===== config.mk =====
export PLATFORM = sky130hd
export DESIGN_NAME = modulo_contador_rolhas
export DESIGN_NICKNAME = d
export VERILOG_FILES = /design/src/rtl/modulo_contador_rolhas.sv
export SDC_FILE = /design/constraint.sdc
export NUM_CORES = 1
export LEC_CHECK = 0
export ABC_CLOCK_PERIOD_IN_PS = 3900
export CAP_MARGIN = 30
export CORE_MARGIN = 10
export CORE_UTILIZATION = 45
export DETAILED_ROUTE_END_ITERATION = 16
export DONT_BUFFER_PORTS = 1
export SYNTH_ARGS = -nofsm -noshare
export SYNTH_HDL_FRONTEND = slang
export SYNTH_SLANG_ARGS = --single-unit

===== constraint.sdc =====
create_clock -name CLK -period 3.9 [get_ports CLK]
set_clock_uncertainty 0.15 [all_clocks]
set_input_delay 0.39 -clock CLK [delete_from_list [all_inputs] [get_ports CLK]]
set_output_delay 0.39 -clock CLK [all_outputs]
set_load 0.1 [all_outputs]

===== src/rtl/modulo_contador_rolhas.sv =====
// Cork magazine stock counter with four-phase refill handshake.
// Stock saturates at MAX_ROLHAS; underflow and clipping pulse flags.
module modulo_contador_rolhas #(
  parameter int MAX_ROLHAS = 99,
  parameter int REFILL_QTY = 15,
  parameter int LOW_LEVEL  = 5
) (
  input  logic       CLK,
  input  logic       RST_N,
  input  logic       CORK_USE,
  input  logic       CLR,
  input  logic       REFILL_ACK,
  output logic [6:0] REG_R,
  output logic       REFILL_REQ,
  output logic       EMPTY,
  output logic       LOW,
  output logic       FULL,
  output logic       USE_ERR,
  output logic       OVF
);

  typedef enum logic [1:0] {
    S_IDLE = 2'd0,
    S_REQ  = 2'd1,
    S_REL  = 2'd2
  } st_t;

  localparam logic [7:0] LP_MAX = 8'(MAX_ROLHAS);
  localparam logic [7:0] LP_QTY = 8'(REFILL_QTY);
  localparam logic [7:0] LP_LOW = 8'(LOW_LEVEL);
  localparam logic [6:0] LP_MAX7 = 7'(MAX_ROLHAS);

  st_t        r_state;
  st_t        w_next;
  logic [6:0] r_reg;
  logic       r_use_q;
  logic       r_req;
  logic       r_use_err;
  logic       r_ovf;

  logic       w_use;
  logic       w_load;
  logic       w_dec;
  logic       w_zero;
  logic       w_low;
  logic [7:0] w_sum;
  logic       w_clip;
  logic [6:0] w_nxt;

  assign w_use  = CORK_USE & ~r_use_q;
  assign w_load = (r_state == S_REQ) & REFILL_ACK;
  assign w_zero = (r_reg == 7'd0);
  assign w_low  = ({1'b0, r_reg} <= LP_LOW);
  assign w_dec  = w_use & ~w_zero;

  // 8-bit sum so a refill near the ceiling cannot wrap before clipping
  assign w_sum  = {1'b0, r_reg}
                - {7'd0, w_dec}
                + (w_load ? LP_QTY : 8'd0);
  assign w_clip = (w_sum > LP_MAX);
  assign w_nxt  = w_clip ? LP_MAX7 : w_sum[6:0];

  always_comb begin
    w_next = r_state;
    unique case (r_state)
      S_IDLE: if (w_low) w_next = S_REQ;
      S_REQ:  if (REFILL_ACK) w_next = S_REL;
      S_REL:  if (!REFILL_ACK) w_next = S_IDLE;
      default: w_next = S_IDLE;
    endcase
  end

  always_ff @(posedge CLK or negedge RST_N) begin
    if (!RST_N) begin
      r_state <= S_IDLE;
      r_req   <= 1'b0;
    end else begin
      r_state <= w_next;
      r_req   <= (w_next == S_REQ);
    end
  end

  always_ff @(posedge CLK or negedge RST_N) begin
    if (!RST_N) begin
      r_reg     <= 7'd0;
      r_use_q   <= 1'b0;
      r_use_err <= 1'b0;
      r_ovf     <= 1'b0;
    end else begin
      r_use_q <= CORK_USE;
      if (CLR) begin
        r_reg     <= 7'd0;
        r_use_err <= 1'b0;
        r_ovf     <= 1'b0;
      end else begin
        r_reg     <= w_nxt;
        r_use_err <= w_use & w_zero;
        r_ovf     <= w_clip;
      end
    end
  end

  assign REG_R      = r_reg;
  assign REFILL_REQ = r_req;
  assign EMPTY      = w_zero;
  assign LOW        = w_low;
  assign FULL       = (r_reg == LP_MAX7);
  assign USE_ERR    = r_use_err;
  assign OVF        = r_ovf;

endmodule


==> out/qor_table.md, run 1 <==
| Stage | Quantity | This run |
| --- | --- | --- |
| setup path | CP endpoint kind | register |
| job | Total of max-cap violations | 0 |
| sta | Final count of pins violating max slew | 0 |
| sta | Slew headroom | 0.421 |
| global route | Sum of overflow across all layers after global routing | 0 |
| min path | Path class of the lowest-slack min-delay path | in2reg |
| logic synthesis | Synthesized instance count | 111 |
| routing | Detailed-route wire length | 2390 microns |
| floorplanning | Number of rows created at floorplan | 17 |
| sta | Final worst path period share | 0.870 |
| floorplanning | Starting Density | 0.487 |
| logic synthesis | Count of different cell masters after synthesis | 39 |
| logic synthesis | Synthesized Nets | 131 |
| routing | Drt first-iter violations | 30 |
| layout | P&R area growth vs syn | 15.1% |
| floorplanning | Placeable core region | 0.00228 sq mm |
| layout | Final layout net count | 142 |
| clock tree | H-tree level count | 1 |
| placed design | Gpl congestion | 0.785 |
| clock tree | Library cell used as clock root buffer | clkbuf_4 |
| sta | Final count of hold timing violations | 0 |
| setup path | CP max FO | 6 |
| logic synthesis | Yosys top cell area share | 0.294 |
| global route | Global router's overall resource usage | 0.100 |
| floorplanning | I/O pins | 18 |
| sta | Shortest clock period the worst path allows after layout | 3.39 ns |
| floorplanning | Die Y-Extent | 69.6 microns |
| placed design | Number of cells after detailed placement | 142 |
| run status | Run status | finished, final reports clean |
| clock tree | Total clock sinks | 13 |
| sta | Maximum frequency from static timing analysis | 0.295 GHz |
| logic synthesis | Ranking of synthesized cells by area | dfrtp_1, ha_1, inv_1 |
| logic synthesis | Post-synthesis sequential area ratio | 0.294 |
| global route | Initial antenna violation count | 0 |
| floorplanning | Floorplan die width | 69.6 microns |
| sta | Least setup slack across all paths after layout | 0.507 ns |
| setup path | Data required time at the worst endpoint | 3.91 ns |
| sta | Finish-stage setup viols | 0 |
| logic synthesis | Top_reg_cell synth | dfrtp_1 |
| clock tree | Clock latency on the worst-skew pair | 0.28 ns |
| routing | Vias after detailed routing | 832 |
| clock tree | Total clock buffers created by CTS | 3 |
| placed design | Number of buffers added on ports | 0 |
| clock tree | Post_cts resized | 0 |
| setup path | Critical path launch point type | register |
| sta | Actual slew at the worst max-slew pin | 0.869 ns |
| sta | Setup repair after global routing missed its margin | no |
| layout | Most common library cell in the layout ignoring fill and taps | inv_1 |
| routing | WL/cell | 16.0 microns |
| global route | Number of global-route vias before repair | 829 |
| logic synthesis | Syn avg cell area | 9.98 sq um |
| layout | Commonest cells after routing, fill and taps aside | inv_1, ha_1, dfrtp_1 |
| routing | Routed Antenna Nets | 0 |
| logic synthesis | Netlist area before placement | 0.00111 sq mm |
| logic synthesis | Post-synthesis register bit count | 13 |
| logic synthesis | Count of flip-flops with a built-in enable after synthesis | 0 |
| layout | Number of non-filler instances in the completed layout | 149 |
| layout | Share of post-route cells with drive strength above 1 | 0.289 |
| global route | Largest net degree at the start of global routing | 14 |
| routing | Pre-Repair DR Iteration Count | 4 |
| floorplanning | Die ar. | 0.00484 sq mm |
| clock tree | Post-CTS Setup Bufs | 0 |
| placed design | Detail Placement HPWL | 1900 microns |
| global route | First-pass GRT wire length | 4110 microns |
| logic synthesis | Synth async-reset ratio | 1.00 |
| routing | Post-detailed-route via-to-cell ratio | 5.58 |
| setup path | Critical Setup Path Class | reg2reg |
| routing | DRC Markers | 0 |
| logic synthesis | Synth area leader | dfrtp_1 |
| clock tree | Buffer depth of the longest clock path | 2 |
| layout | ANT cells | 0 |
| setup path | CP arrival | 3.40 ns |
| logic synthesis | Synth warnings | 0 |
| placed design | Worst slack after detailed placement | 0.515 ns |
| clock tree | Clock Pin Slew Worst Setup and Hold Paths | 0.09 ns |
| clock tree | TritonCTS clock tree | yes |
==> cells in the mapped netlist (3+ instances only) <==
cell type  number
and3_1          3
nor2_1          6
ha_1           14
nor3_1          3
buf_6           3
inv_1          17
a21oi_1         5
dfrtp_1        13
xnor2_1         7
xor2_1          3
==> final cells by class <==
class / count / area [sq um]
clock buffers: 3 / 22.5
clock inverters: 1 / 5.00
fillers: 198 / 1000
inverters: 17 / 66.3
multi-input cells: 77 / 711
flip-flops and latches: 13 / 335
well taps: 28 / 35.0
repair buffers: 10 / 100
==> state kept, by name (all words and copies together), names as in the netlist <==
signal / cells
USE_ERR: 1
REG_R: 7
OVF: 1
r_state: 2
REFILL_REQ: 1
r_use_q: 1
==> worst max-delay path, cell delays in order (launching register included) <==
cell	delay [ns]
dfrtp_4	0.64
inv_4	0.12
ha_1	0.14
nor3b_2	0.18
nor4b_4	0.25
nor3b_1	0.08
ha_1	0.27
inv_1	0.04
ha_2	0.18
fa_2	0.41
a41oi_2	0.20
xnor2_2	0.16
nor4_4	0.06
o221ai_2	0.24
o211ai_1	0.13
==> per-stage QoR <==
stage                     TNS [ns]  hold WS, ns  cell area, sq um   util
after floorplan              -1.26      -0.0556              1150      -
after global placement           0      -0.0552              1220  0.535
after detailed placement         0      -0.0553              1220  0.535
after CTS                        0      0.00802              1270  0.560
after global routing             0      0.00381              1270  0.560
final                            0       0.0175              1270  0.560
==> worst paths after layout <==
| path | start | slack, ns | endpoint | depth (start not counted) |
|---|---|---|---|---|
| setup / recovery | REG_R[4] | 0.51 | REG_R[0] | 14 |
| hold / removal | CLR | 0.02 | USE_ERR | 1 |
| setup reg to reg | REG_R[4] | 0.51 | REG_R[0] | 14 |
| hold reg to reg | r_use_q | 0.30 | USE_ERR | 1 |
| max in group asynchronous | RST_N | 2.77 | REG_R[5] | 1 |
| min in group asynchronous | RST_N | 0.39 | REG_R[0] | 1 |
==> kinds of logic after synthesis <==
family | Yosys count | synth area share
flops | 13 | 0.294
simple gates | 30 | 0.182
compound gates | 21 | 0.149
buf+inv | 21 | 0.0949
xor+xnor | 11 | 0.104
fa+ha+maj | 15 | 0.176
==> routing by layer <==
layer / wire length [microns] / part of all wire / global-route usage / up-vias
li1: - / - / - / 406
met1: 1080 / 0.45 / 0.121 / 405
met2: 1150 / 0.48 / 0.164 / 17
met5: 0 / 0 / 0 / -
met3: 120 / 0.050 / 0.0200 / 4
met4: 38 / 0.016 / 0.0466 / 0
==> what timing repair did <==
item	in CTS	in global routing
hold endpoints to repair	16	0
endpoints found under the setup margin	0	0
hold buffers	3	0
Power of run 1 is not shown: default switching activity piles up to over one toggle a cycle in this logic, so the estimate is an artifact.
==> inputs of run 2 (changes only) <==
- CAP_MARGIN: 30 -> default
- PLACE_DENSITY: default -> 0.71
- TNS_END_PERCENT: default -> 100
==> run 2 against run 1 <==
Net effect: critical endpoint is now REG_R[1]; worst setup slack worse by 0.021 ns; worst hold slack improved by 0.0057 ns; via count grew 0.96%; register-to-register slack worse by 0.02 ns; count of clock-buffer cells in the layout is 1 higher; sequential share of layout area rose by 0.18 points; highest routed layer unchanged; cell area decreased by 0.69%; utilization is 0.38 points lower; non-clock buffer count fell by 1.
==> out/qor_table.md, run 2 (synthesized netlist as in run 1, its figures left out) <==
| Stage | Quantity | This run | Delta |
| --- | --- | --- | --- |
| floorplanning | Floorplan die width | 69.6 microns | unchanged |
| layout | Most common library cell in the layout ignoring fill and taps | inv_1 | unchanged |
| sta | Maximum frequency from static timing analysis | 0.293 GHz | was 0.295 GHz |
| min path | Origin of the worst min-delay path | CLR | unchanged |
| setup path | CP max FO | 6 | unchanged |
| sta | Setup repair after global routing missed its margin | no | unchanged |
| clock tree | Buffer depth of the longest clock path | 2 | unchanged |
| min path | Path class of the lowest-slack min-delay path | in2reg | unchanged |
| routing | DRC Markers | 0 | unchanged |
| floorplanning | Die Y-Extent | 69.6 microns | unchanged |
| layout | Share of post-route cells with drive strength above 1 | 0.275 | was 0.289 |
| setup path | Crit path cell chain | inv_4 -> ha_1 -> nor3b_2 -> nor4b_4 -> nor3b_1 -> ha_1 -> inv_1 -> ha_2 -> fa_2 -> a21o_1 -> a21oi_1 -> xnor2_1 -> o221ai_2 -> o211ai_1 | was inv_4 -> ha_1 -> nor3b_2 -> nor4b_4 -> nor3b_1 -> ha_1 -> inv_1 -> ha_2 -> fa_2 -> a41oi_2 -> xnor2_2 -> nor4_4 -> o221ai_2 -> o211ai_1 |
| clock tree | Total clock buffers created by CTS | 3 | unchanged |
| job | Total of max-cap violations | 0 | unchanged |
| layout | Sequential cell area | 335 sq um | unchanged |
| layout | Final layout net count | 141 | was 142 |
| setup path | Cells on worst reg2reg path | 14 | unchanged |
| placed design | Detail Placement HPWL | 1950 microns | was 1900 microns |
| clock tree | Library cell used as clock root buffer | clkbuf_4 | unchanged |
| setup path | Critical path launch point type | register | unchanged |
| layout | ANT cells | 0 | unchanged |
| routing | Detailed-route wire length | 2380 microns | was 2390 microns |
| setup path | Worst path slowest cell | dfrtp_4 | unchanged |
| setup path | Worst reg2reg endpoint | REG_R[1] | was REG_R[0] |
| routing | Pre-Repair DR Iteration Count | 6 | was 4 |
| clock tree | Total clock sinks | 13 | unchanged |
| layout | Number of non-filler instances in the completed layout | 148 | was 149 |
| global route | Global router's overall resource usage | 0.0997 | was 0.100 |
| placed design | Instance area at placement | 0.00121 sq mm | was 0.00122 sq mm |
| placed design | Number of buffers added on ports | 0 | unchanged |
| setup path | CP peak stage delay | 0.64 ns | about the same |
| layout | Commonest cells after routing, fill and taps aside | inv_1, ha_1, dfrtp_1 | unchanged |
| setup path | Data required time at the worst endpoint | 3.89 ns | was 3.91 ns |
| layout | Layout fillers | 201 | was 198 |
| routing | Drt first-iter violations | 60 | was 30 |
| layout | Fin util | 0.556 | was 0.560 |
| global route | Largest net degree at the start of global routing | 14 | unchanged |
| floorplanning | Die ar. | 0.00484 sq mm | unchanged |
| sta | Shortest clock period the worst path allows after layout | 3.41 ns | was 3.39 ns |
| setup path | CP endpoint kind | register | unchanged |
| clock tree | Clock Pin Slew Worst Setup and Hold Paths | 0.08 ns | was 0.09 ns |
| setup path | Start point of the critical path | REG_R[4] | unchanged |
| setup path | Most repeated library cell on the critical path | ha_1 | unchanged |
| setup path | Critical Path End | REG_R[1] | was REG_R[0] |
| placed design | Gpl congestion | 0.840 | was 0.785 |
| global route | First-pass GRT wire length | 4040 microns | was 4110 microns |
| sta | Actual slew at the worst max-slew pin | 0.873 ns | was 0.869 ns |
| sta | Slew headroom | 0.419 | was 0.421 |
| floorplanning | I/O pins | 18 | unchanged |
| setup path | Critical Setup Path Class | reg2reg | unchanged |
| global route | Number of global-route vias before repair | 886 | was 829 |
| floorplanning | Starting Density | 0.487 | unchanged |
| layout | Area of the multi-input gates | 711 sq um | unchanged |
| layout | Flip-flop count of the largest register after layout | 7 | unchanged |
| global route | Sum of overflow across all layers after global routing | 0 | unchanged |
| layout | P&R area growth vs syn | 14.3% | was 15.1% |
| floorplanning | Placeable core region | 0.00228 sq mm | unchanged |
| routing | Routed Antenna Nets | 0 | unchanged |
| setup path | CP arrival | 3.41 ns | was 3.40 ns |
| clock tree | TritonCTS clock tree | yes | unchanged |
| layout | Layout Cell Area excl Fill | 0.00127 sq mm | about the same |
| clock tree | Clock latency on the worst-skew pair | 0.27 ns | was 0.28 ns |
| routing | Post-detailed-route via-to-cell ratio | 5.68 | was 5.58 |
| setup path | FF-to-FF Start | REG_R[4] | unchanged |
| global route | Initial antenna violation count | 0 | unchanged |
| setup path | Register-to-Register Setup Slack | 0.49 ns | was 0.51 ns |
| sta | Final count of hold timing violations | 0 | unchanged |
| routing | WL/cell | 16.1 microns | was 16.0 microns |
| routing | Vias after detailed routing | 840 | was 832 |
| clock tree | H-tree level count | 1 | unchanged |
| run status | Run status | finished, final reports clean | unchanged |
| sta | Final count of pins violating max slew | 0 | unchanged |
| sta | Finish-stage setup viols | 0 | unchanged |
| sta | Final worst path period share | 0.875 | was 0.870 |
| floorplanning | Number of rows created at floorplan | 17 | unchanged |
| placed design | Number of cells after detailed placement | 141 | was 142 |
## run 2: changes by cell type in the layout (fill, tap and decap cells not counted), sizes merged
cell / delta
clkbuf: +1
buf: -1
clkinv: -1
## run 2: how the worst min path moves through the flow
stage,endpoint,cells after the start
2_1_floorplan,OVF,0
3_3_place_gp,r_state[1],0
3_5_place_dp,r_state[1],0
4_1_cts,REG_R[6],1
5_1_grt,USE_ERR,1
6_report,USE_ERR,1
## run 2: routing by layer
metal,global-route usage,part of all wire,up-vias
li1,-,-,403
met1,0.101,0.40,398
met2,0.161,0.48,31
met3,0.0385,0.089,8
met4,0.0754,0.027,0
met5,0,0,-
## run 2: timing repair
item | 4_1_cts | 5_1_grt
buffers inserted | 0 | 0
hold buffers | 2 | 1
hold endpoints to repair | 14 | 1
resized for setup | 0 | 0
## run 2: stage by stage
step | hold WS, ns | setup WS (ns) | setup TNS [ns]
after floorplan | -0.0556 | -0.226 | -1.26
after detailed placement | -0.0551 | 0.491 | 0
after CTS | 0.00829 | 0.481 | 0
after global routing | 0.00803 | 0.276 | 0
final | 0.0232 | 0.487 | 0
after global placement | -0.0552 | 0.540 | 0
## run 2: worst max-delay path, delay by kind of cell, from the launching register on
kind | cells | cell delay [ns]
compound gates | 4 | 0.67
xor+xnor | 1 | 0.12
fa+ha+maj | 4 | 1.00
buf+inv | 2 | 0.17
flops | 1 | 0.64
simple gates | 3 | 0.53
## run 2: cell type report
cell class | count | share of cell area
multi-input cells | 77 | 0.561
clock buffers | 4 | 0.0208
flip-flops and latches | 13 | 0.265
well taps | 28 | 0.0277
inverters | 17 | 0.0524
repair buffers | 9 | 0.0731
Power of run 2 is left out for the same reason.
